**config.mk**
```make
export PLATFORM = sky130hd
export DESIGN_NAME = gated_sr_latch_sequencer
export DESIGN_NICKNAME = d
export VERILOG_FILES = /design/src/rtl/gated_sr_latch_sequencer.sv
export SDC_FILE = /design/constraint.sdc
export NUM_CORES = 1
export LEC_CHECK = 0
export ABC_CLOCK_PERIOD_IN_PS = 5690
export CORE_ASPECT_RATIO = 0.8
export CORE_MARGIN = 5
export CORE_UTILIZATION = 30
export CTS_CLUSTER_DIAMETER = 60
export DETAILED_ROUTE_END_ITERATION = 7
export GPL_TIMING_DRIVEN = 0
export SKIP_LAST_GASP = 1
export SLEW_MARGIN = 20
export SYNTH_ARGS = -nofsm -noshare
export SYNTH_HDL_FRONTEND = slang
export SYNTH_SLANG_ARGS = --single-unit
```
**constraint.sdc**
```tcl
create_clock -name clk -period 5.69 [get_ports clk]
set_clock_uncertainty 0.05 [all_clocks]
set_input_delay 0.8535 -clock clk [delete_from_list [all_inputs] [get_ports clk]]
set_output_delay 0.8535 -clock clk [all_outputs]
set_load 0.01 [all_outputs]
```
**src/rtl/gated_sr_latch_sequencer.sv**
```systemverilog
// Round-robin sequencer sharing one gated SR latch between requesters.
// Drives S/R setup, EN pulse, S/R hold and a completion pulse.
module gated_sr_latch_sequencer #(
  parameter int N_REQ       = 4,
  parameter int EN_CYCLES   = 2,
  parameter int HOLD_CYCLES = 1
) (
  input  logic             clk,
  input  logic             rst,
  input  logic [N_REQ-1:0] req,
  input  logic [N_REQ-1:0] req_s,
  input  logic [N_REQ-1:0] req_r,
  output logic [N_REQ-1:0] gnt,
  output logic [N_REQ-1:0] done,
  output logic             err,
  output logic             busy,
  output logic             latch_s,
  output logic             latch_r,
  output logic             latch_en
);

  localparam int MAXC = (EN_CYCLES > HOLD_CYCLES) ?
                        EN_CYCLES : HOLD_CYCLES;
  localparam int CW = $clog2(MAXC + 1);
  localparam int PW = $clog2(N_REQ);

  localparam logic [CW-1:0] EN_LAST   = CW'(EN_CYCLES - 1);
  localparam logic [CW-1:0] HOLD_LAST = CW'(HOLD_CYCLES - 1);
  localparam logic [PW-1:0] LAST_IDX  = PW'(N_REQ - 1);
  localparam logic [PW:0]   N_WIDE    = (PW+1)'(N_REQ);

  typedef enum logic [2:0] {
    IDLE, SETUP, PULSE, HOLD, DONE
  } state_t;

  state_t           state, state_d;
  logic [CW-1:0]    cnt, cnt_d;
  logic [PW-1:0]    ptr, ptr_d;
  logic [PW-1:0]    idx, idx_d;
  logic             s_q, r_q, s_d, r_d;
  logic [N_REQ-1:0] gnt_d;
  logic [N_REQ-1:0] pick;
  logic [PW-1:0]    pick_idx;
  logic             found;
  logic [PW:0]      sum;
  logic [PW-1:0]    j;
  logic             sr_d;

  // first requester at or above ptr, wrapping
  always_comb begin
    pick     = '0;
    pick_idx = '0;
    found    = 1'b0;
    sum      = '0;
    j        = '0;
    for (int k = 0; k < N_REQ; k++) begin
      sum = {1'b0, ptr} + (PW+1)'(k);
      if (sum >= N_WIDE)
        sum = sum - N_WIDE;
      j = sum[PW-1:0];
      if (!found && req[j]) begin
        found    = 1'b1;
        pick[j]  = 1'b1;
        pick_idx = j;
      end
    end
  end

  always_comb begin
    state_d = state;
    cnt_d   = cnt + CW'(1);
    ptr_d   = ptr;
    idx_d   = idx;
    gnt_d   = gnt;
    s_d     = s_q;
    r_d     = r_q;
    unique case (state)
      IDLE: begin
        cnt_d = '0;
        if (found) begin
          gnt_d   = pick;
          idx_d   = pick_idx;
          s_d     = req_s[pick_idx];
          r_d     = req_r[pick_idx];
          state_d = (req_s[pick_idx] && req_r[pick_idx]) ?
                    DONE : SETUP;
        end
      end
      SETUP: begin
        cnt_d   = '0;
        state_d = PULSE;
      end
      PULSE: begin
        if (cnt == EN_LAST) begin
          cnt_d   = '0;
          state_d = HOLD;
        end
      end
      HOLD: begin
        if (cnt == HOLD_LAST) begin
          cnt_d   = '0;
          state_d = DONE;
        end
      end
      DONE: begin
        cnt_d   = '0;
        gnt_d   = '0;
        state_d = IDLE;
        ptr_d   = (idx == LAST_IDX) ? '0 : idx + PW'(1);
      end
      default: begin
        cnt_d   = '0;
        gnt_d   = '0;
        state_d = IDLE;
      end
    endcase
  end

  assign sr_d = (state_d == SETUP) ||
                (state_d == PULSE) ||
                (state_d == HOLD);

  // outputs are registered from the next-state view
  always_ff @(posedge clk) begin
    if (rst) begin
      state    <= IDLE;
      cnt      <= '0;
      ptr      <= '0;
      idx      <= '0;
      s_q      <= 1'b0;
      r_q      <= 1'b0;
      gnt      <= '0;
      done     <= '0;
      err      <= 1'b0;
      busy     <= 1'b0;
      latch_s  <= 1'b0;
      latch_r  <= 1'b0;
      latch_en <= 1'b0;
    end else begin
      state    <= state_d;
      cnt      <= cnt_d;
      ptr      <= ptr_d;
      idx      <= idx_d;
      s_q      <= s_d;
      r_q      <= r_d;
      gnt      <= gnt_d;
      done     <= (state_d == DONE) ? gnt_d : '0;
      err      <= (state_d == DONE) && s_d && r_d;
      busy     <= (state_d != IDLE);
      latch_s  <= sr_d && s_d;
      latch_r  <= sr_d && r_d;
      latch_en <= (state_d == PULSE);
    end
  end

endmodule

```
==> flow_metrics.tcl, run 1 <==
set metrics [dict create \
    status "finished, final reports clean" \
    crit_path_start_kind "flip-flop" \
    rows 23 \
    ys.flop_type "dfxtp_1" \
    ys_seq_elements 24 \
    grt_pass1_vias 1224 \
    end_kind "flip-flop" \
    placement.io_buffers 21 \
    hold_class "reg2reg" \
    path_cells "buf_4, inv_1, ha_1, buf_6, mux4_2, nor2b_4, nor2_8, mux2i_1, o32ai_1, o21ai_1, a31oi_2, nor4_1" \
    dieArea_um2 6930 \
    post_cts_resized 0 \
    layout-drive-gt1-share_pct 12.2 \
    post-route-period-util_pct 62.4 \
    critical_path_buf_inv_count 3 \
    rsz0062_at_grt "no" \
    start_util_pct 31.5 \
    diodes 0 \
    cts_setup_buffers 0 \
    peakVddDrop_mv 0.151 \
    remaining_drc_errors 0 \
    core_um2 5090 \
    netlist_top_cells_area "dfxtp_1 30%, ha_1 10%, mux2i_1 10%, nor2_1 4.4%, nand2_1 4.2%" \
    yosys.area.top_type "dfxtp_1" \
    htree_levels 1 \
    report.final.hold_viol_count 0 \
    maxCapViolCount 0 \
    synth_warnings 0 \
    critical_path_class "reg2reg" \
    clk_pin_slew_ns 0.08 \
    dp.cells 264 \
    cts_hold_buf 0 \
    yosysTopAreaCellShare_pct 29.9 \
    report.final.slew_viol_count 0 \
    cp.arrival_ns 3.64 \
    grtUsageTotal_pct 10.1 \
    clock_latency_ns 0.26 \
    area_growth_pct 20.9 \
    die_w_um 91.8 \
    critPathMaxFanout 10 \
    crit_family "compound AO/OA/AOI/OAI gates" \
    io-pin-count 27 \
    placed_area_um2 1890 \
    dp_hpwl_mm 2.64 \
    die_y_um 75.5 \
    p_per_area_nw_per_um2 416 \
    avgSynthCellArea_um2 8.88 \
    slowest_delay_ns 0.63 \
    fill_cells 511 \
    slew_headroom_pct 39.7 \
    ys_types 44 \
    final.setup.tns_ns 0 \
    antenna_left 0 \
    grt-ovfl-total 0 \
    yosysSeqAreaShare_pct 29.9 \
    vias 1314 \
    grt_pass1_wl_mm 5.70 \
    place_congestion 0.753 \
    crit_slowest_cell "mux4_2" \
    setup_violations 0 \
    first_pass_iters 4 \
    p_leak_uw 0.000760 \
    syn_area_um2 1610 \
    clockBufferDepth 2 \
    fmax_ghz 0.282 \
    period_needed_ns 3.55 \
    nets 234 \
    synth_cells 181 \
    instances_no_fill 267 \
    first_iter_violations 80 \
    synth_fp_nets 208 \
    cts.sinks 24 \
    viasPerCell 4.92 \
    worstPathRequired_ns 5.78 \
    synth_edf_count 0 \
    drt-total-wl_mm 3.45 \
    cts_tree "yes" \
    drt-wirelength-per-cell_um 12.9 \
    tightestPinTransition_ns 0.898 \
    numCtsBuffers 3 \
    antenna_found_initial 0 \
    grt_max_degree 13 \
    cts-root-buf "clkbuf_8" \
    synth_commonest_cells "24 x dfxtp_1, 19 x nor2_1, 18 x nand2_1, 16 x mux2i_1, 13 x ha_1" \
    ys_async_sr_fraction_pct 0 \
    yosysMostFrequentCell "dfxtp_1" \
    fin_area_um2 1940 \
]
stage by stage:
step / hold slack, ns / setup slack [ns] / util, % / total power [uW]
finish: 0.471 / 2.14 / 38.1 / 808
global route: 0.495 / 1.94 / 38.1 / 882
CTS: 0.478 / 2.11 / 38.0 / 813
detailed placement: 0.463 / 2.12 / 37.2 / 712
global placement: 0.450 / 2.15 / 37.2 / 708
floorplan: 0.426 / 2.64 / - / 577
worst min-delay path, cell delays in order, from the launching register on:
cell and delay (ns):
dfxtp_1 0.32, nor2_1 0.10, a211oi_1 0.06
logic make-up (layout without fill, tap and decap cells):
kind of cell | Yosys count | after routing | share of synthesized area, %
buffers and inverters | 21 | 45 | 6.54
AOI/OAI and AO/OA | 41 | 41 | 18.7
adders and majority gates | 13 | 13 | 10.1
muxes | 22 | 22 | 16.3
DFF | 24 | 24 | 29.9
and+or+nand+nor | 60 | 60 | 18.5
flip-flops by register name, summed over array words and instances (netlist names):
signal	cells
busy	1
cnt	2
done	4
err	1
gnt	4
idx	2
latch_en	1
latch_r	1
latch_s	1
ptr	2
r_q	1
s_q	1
state	3
cell usage in the layout, fill, tap and decap left out, types with 5 or more instances in the layout:
cell             netlist  final
a211oi_1               5      5
a21oi_1                7      7
clkbuf_1               5      5
clkdlybuf4s50_1        0     21
dfxtp_1               24     24
ha_1                  13     13
inv_1                  9      9
mux2i_1               16     16
nand2_1               18     18
nor2_1                19     19
nor3_1                 5      5
o21ai_0                8      8
layer usage:
layer | track usage [%] | up-vias | wire (um)
li1 | - | 691 | -
met1 | 14.7 | 602 | 1890
met2 | 15.5 | 19 | 1400
met3 | 2.37 | 2 | 140
met4 | 1.98 | 0 | 26
met5 | 0 | - | 0
report_power, final:
group          switching [uW]  internal (uW)  leakage, uW
clock network            49.9           47.2    0.0000216
registers                30.7            224     0.000197
logic                     250            206     0.000541
final timing paths:
path	slack, ns	start	to	cells past startpoint
hold reg to reg	0.47	gnt[1]	gnt[1]	2
hold / removal	0.47	gnt[1]	gnt[1]	2
setup reg to reg	2.14	ptr[0]	err	12
setup / recovery	2.14	ptr[0]	err	12
cell type report:
class | instances | area, um2 | area share, %
Inverter | 9 | 33.8 | 1.74
Buffer | 12 | 71.3 | 3.67
Sequential cell | 24 | 480 | 24.7
Timing Repair Buffer | 21 | 210 | 10.8
Clock buffer | 3 | 41.3 | 2.13
Tap cell | 62 | 77.6 | 3.99
Multi-Input combinational cell | 136 | 1030 | 52.9
Power figures use the tool's default switching activity.
==> inputs of run 2 (changes only) <==
--- a/config.mk
+++ b/config.mk
@@ -5,7 +5,7 @@
 export SDC_FILE = /design/constraint.sdc
 export NUM_CORES = 1
 export LEC_CHECK = 0
-export ABC_CLOCK_PERIOD_IN_PS = 5690
+export ABC_CLOCK_PERIOD_IN_PS = 2900
 export CORE_ASPECT_RATIO = 0.8
 export CORE_MARGIN = 5
 export CORE_UTILIZATION = 30
==> constraint.sdc (replaced) <==
create_clock -name clk -period 2.9 [get_ports clk]
set_clock_uncertainty 0.05 [all_clocks]
set_input_delay 0.435 -clock clk [delete_from_list [all_inputs] [get_ports clk]]
set_output_delay 0.435 -clock clk [all_outputs]
set_load 0.01 [all_outputs]
==> run 2 against run 1 <==
  * Register-to-register slack worse by 2.0 ns
  * First-iteration DRC count down 16%
  * Sequential share of layout area is 0.85 points lower
  * Utilization grew 2.0 points
  * Clock-buffer cell count rose by 1
  * Combinational power up 110%
  * Die area is the same
  * Sequential power grew 92%
  * Non-clock buffer count up 4
  * Highest routed layer unchanged
  * Largest cell class unchanged
  * Power up 110%
==> flow_metrics.tcl, run 2 (synthesis results as in run 1) <==
set metrics [dict create \
    status "finished, final reports clean" \
    dieArea_um2 6930 \
    grt_max_degree 14 \
    end_kind "flip-flop" \
    vias 1359 \
    io-pin-count 27 \
    remaining_drc_errors 0 \
    hold_class "in2reg" \
    mostFrequentLayoutCell "dfxtp_1" \
    critPathMaxFanout 8 \
    fmax_ghz 0.358 \
    crit_slowest_cell "mux4_2" \
    p_switching_uw 691 \
    antenna_left 0 \
    layout-drive-gt1-share_pct 19.0 \
    start_util_pct 31.5 \
    slew_headroom_pct 35.8 \
    cts_tree "yes" \
    drt-wirelength-per-cell_um 12.9 \
    diodes 0 \
    worstPathRequired_ns 3.00 \
    area_growth_pct 27.1 \
    reg2regPathDepth 11 \
    fill_cells 515 \
    report.final.hold_viol_count 0 \
    tightestPinTransition_ns 0.955 \
    rsz0062_at_grt "no" \
    first_pass_iters 4 \
    r2r-end "err" \
    drt-total-wl_mm 3.52 \
    dp_hpwl_mm 2.65 \
    rrSetupSlack_ns 0.11 \
    clockBufferDepth 2 \
    path_cells "inv_2, ha_1, buf_6, mux4_2, nor2b_4, nor2_8, mux2i_1, o32ai_2, o21ai_2, a31oi_4, nor4_1" \
    p_int_uw 1010 \
    met1_length_mm 1.84 \
    grtUsageTotal_pct 10.5 \
    post-route-period-util_pct 96.3 \
    slowest_delay_ns 0.55 \
    nets 238 \
    critical_path_class "reg2reg" \
    htree_levels 1 \
    grt_pass1_wl_mm 5.93 \
    crit_path_start "ptr[1]" \
    final.setup.tns_ns 0 \
    seqCellArea_um2 488 \
    crit_path_end "err" \
    grt_pass1_vias 1261 \
    die_y_um 75.5 \
    swShare_pct 40.6 \
    p_leak_uw 0.000801 \
    wl_met3_um 124 \
    cts-root-buf "clkbuf_8" \
    clk_pin_slew_ns 0.09 \
    first_iter_violations 67 \
    holdWs_ns 0.447 \
    clock_latency_ns 0.27 \
    wl_met2_mm 1.54 \
    die_w_um 91.8 \
    viasPerCell 5.00 \
    multi_input_area_um2 1080 \
    peakVddDrop_mv 0.383 \
    routed.top_layer "met4" \
    setup_violations 0 \
    rows 23 \
    pwr-share-seq_pct 28.8 \
    grt-ovfl-total 0 \
    top_regs "done x4, gnt x4, state x3" \
    core_um2 5090 \
    placement.io_buffers 21 \
    p_per_area_nw_per_um2 832 \
    cp.arrival_ns 2.89 \
    combPwrFrac_pct 57.7 \
    period_needed_ns 2.79 \
    cts_hold_buf 0 \
    crit_path_start_kind "flip-flop" \
    report.final.slew_viol_count 0 \
    clock_power_share_pct 13.5 \
    place_congestion 0.796 \
    maxCapViolCount 0 \
    antenna_found_initial 0 \
    numCtsBuffers 3 \
    mostFrequentLayoutCells "22 x dfxtp_1, 21 x clkdlybuf4s50_1, 19 x nor2_1" \
    power.total_uw 1700 \
    r2r_start "ptr[1]" \
    cts.sinks 24 \
]
## run 2: routing by layer
| layer | vias to the layer above | track usage (%) |
|---|---|---|
| met5 | - | 0 |
| met4 | 0 | 1.98 |
| met3 | 2 | 3.06 |
| met2 | 22 | 16.8 |
| met1 | 634 | 14.5 |
| li1 | 701 | - |
## run 2: power by group through the flow
| stage | sequential, uW | clock (uW) | combinational (uW) |
|---|---|---|---|
| 3_5_place_dp | 503 | 0 | 917 |
| 2_1_floorplan | 523 | 0 | 635 |
| 4_1_cts | 495 | 235 | 966 |
| 5_1_grt | 505 | 248 | 1090 |
| 3_3_place_gp | 502 | 0 | 914 |
| 6_report | 489 | 230 | 981 |
## run 2: through the flow
step	worst slack, ns	instances	util, %	area, um2
floorplan	0.0353	181	-	1630
global placement	-0.288	264	37.7	1920
detailed placement	-0.271	264	37.7	1920
CTS	0.0119	270	39.4	2010
global route	0.00814	272	40.1	2040
finish	0.106	272	40.1	2040
## run 2: worst min path at each step
stage                     cells past startpoint   start  slack, ns     end
after CTS                                     2     rst       0.45  ptr[0]
after detailed placement                      2  gnt[2]       0.46  gnt[2]
after global placement                        2     s_q       0.45     s_q
after floorplan                               2     s_q       0.43     s_q
final                                         2     rst       0.45     s_q
after global routing                          2     rst       0.49  ptr[0]
## run 2: cell type report
cell class	count	area share (%)
clock buffer	4	2.70
timing repair buffer	27	12.5
buffer	10	2.76
tap	62	3.80
sequential	24	23.9
multi-input combinational	136	52.7
inverter	9	1.65
## run 2: critical path: cells and delay by family (launching register included)
kind / cells / cell delay, ns
flops: 1 / 0.38
buf+inv: 2 / 0.20
simple gates: 3 / 0.37
compound gates: 3 / 0.71
mux: 2 / 0.69
fa+ha+maj: 1 / 0.28
## run 2: repair_timing
action,4_1_cts,5_1_grt
endpoints found under the setup margin,12,12
gates resized for setup,8,1
buffers inserted,4,2
pin swaps,4,0
==> inputs of run 3 (changes only) <==
--- a/config.mk
+++ b/config.mk
@@ -8,7 +8,7 @@
 export ABC_CLOCK_PERIOD_IN_PS = 2900
 export CORE_ASPECT_RATIO = 0.8
 export CORE_MARGIN = 5
-export CORE_UTILIZATION = 30
+export CORE_UTILIZATION = 25
 export CTS_CLUSTER_DIAMETER = 60
 export DETAILED_ROUTE_END_ITERATION = 7
 export GPL_TIMING_DRIVEN = 0
==> run 3 against run 2 <==
  * Global-route usage fell by 1.5 points
  * Die area grew 17%
  * Sequential power rose by 2%
  * Largest cell class unchanged
==> flow_metrics.tcl, run 3 (synthesis results as in run 1) <==
set metrics [dict create \
    clock_latency_ns 0.27 \
    crit_path_start_kind "flip-flop" \
    grt-ovfl-total 0 \
    end_kind "flip-flop" \
    viasPerCell 4.57 \
    mostFrequentLayoutCell "dfxtp_1" \
    numCtsBuffers 3 \
    cts-root-buf "clkbuf_8" \
    grt.busiest_layer "met2" \
    p_leak_uw 0.000828 \
    placement.io_buffers 21 \
    grt_pass1_wl_mm 5.97 \
    power.total_uw 1820 \
    drt-total-wl_mm 3.59 \
    peakVddDrop_mv 0.232 \
    critical_path_class "reg2reg" \
    drt-wirelength-per-cell_um 12.0 \
    nets 242 \
    antenna_left 0 \
    fill_cells 662 \
    place_congestion 0.785 \
    die_y_um 81.7 \
    worstPathRequired_ns 3.02 \
    core_um2 6310 \
    area_growth_pct 33.2 \
    hold_class "in2reg" \
    layout-drive-gt1-share_pct 22.0 \
    maxCapViolCount 0 \
    report.final.slew_viol_count 0 \
    fin_util_pct 33.9 \
    cts.sinks 24 \
    tightestPinTransition_ns 1.01 \
    status "finished, final reports clean" \
    remaining_drc_errors 0 \
    grtUsageTotal_pct 9.00 \
    die_w_um 99.6 \
    dieArea_um2 8140 \
    first_pass_iters 4 \
    mostFrequentLayoutCells "22 x dfxtp_1, 21 x clkdlybuf4s50_1, 19 x nor2_1" \
    clockBufferDepth 2 \
    cp.arrival_ns 2.92 \
    dp_hpwl_mm 2.70 \
    io-pin-count 27 \
    holdWs_ns 0.444 \
    met1_usage_pct 12.3 \
    cts_tree "yes" \
    slew_headroom_pct 32.1 \
    fmax_ghz 0.358 \
    fin_area_um2 2140 \
    gr-usage-met2_pct 13.5 \
    grt_pass1_vias 1294 \
    cts_hold_buf 0 \
    top_regs "done x4, gnt x4, state x3" \
    period_needed_ns 2.80 \
    report.final.hold_viol_count 0 \
    p_per_area_nw_per_um2 850 \
    final.setup.tns_ns 0 \
    diodes 0 \
    grt_max_degree 15 \
    critPathMaxFanout 6 \
    use_met3_pct 2.80 \
    first_iter_violations 104 \
    rows 26 \
    vias 1363 \
    htree_levels 1 \
    antenna_found_initial 0 \
    placed_area_um2 1950 \
    clk_pin_slew_ns 0.09 \
    start_util_pct 25.5 \
    setup_violations 0 \
    post-route-period-util_pct 96.4 \
]
==> run 3: repair_timing <==
action,4_1_cts,5_1_grt
endpoints found under the setup margin,12,12
endpoints found under the hold margin,0,0
gates resized for setup,7,4
cloned,0,0
setup buffers,4,6
pin swaps,3,4
==> run 3: layer usage <==
layer / vias to the layer above / routed length (um)
met3: 2 / 221
met2: 34 / 1550
li1: 711 / -
met1: 616 / 1790
met5: - / 0
met4: 0 / 32
==> run 3: final timing paths <==
check             slack (ns)  endpoint    from  cells past startpoint
setup reg to reg        0.10  latch_en  ptr[0]                     11
hold reg to reg         0.46    ptr[1]  ptr[1]                      2
setup / recovery        0.10  latch_en  ptr[0]                     11
hold / removal          0.44    ptr[0]     rst                      2
==> run 3: worst max-delay path, stage by stage, from the launching register on <==
cell and delay (ns):
dfxtp_4 0.38, inv_2 0.08, ha_4 0.27, buf_6 0.12, mux4_2 0.55, nor2b_4 0.22
nor2_8 0.06, mux2i_1 0.14, o32ai_2 0.27, o21ai_2 0.14, a21bo_1 0.26, and3_1 0.15
==> run 3: layout make-up <==
type | instances | area (um2) | share of cell area, %
multi-input cells | 136 | 1090 | 50.8
plain buffers | 10 | 56.3 | 2.63
well taps | 84 | 105 | 4.91
clock buffers | 3 | 41.3 | 1.93
clock inverters | 1 | 30.0 | 1.40
flip-flops and latches | 24 | 488 | 22.8
inverters | 9 | 33.8 | 1.58
repair buffers | 31 | 298 | 13.9
==> run 3: stage by stage <==
stage,instances,setup slack (ns)
2_1_floorplan,181,0.0353
3_3_place_gp,286,-0.296
3_5_place_dp,286,-0.266
4_1_cts,293,0.00295
5_1_grt,298,-0.00273
6_report,298,0.105
==> run 3: where the power goes <==
part           total [uW]  switching, uW  internal [uW]
Clock                 290            106            185
Combinational        1030            546            485
Sequential            497           55.3            441
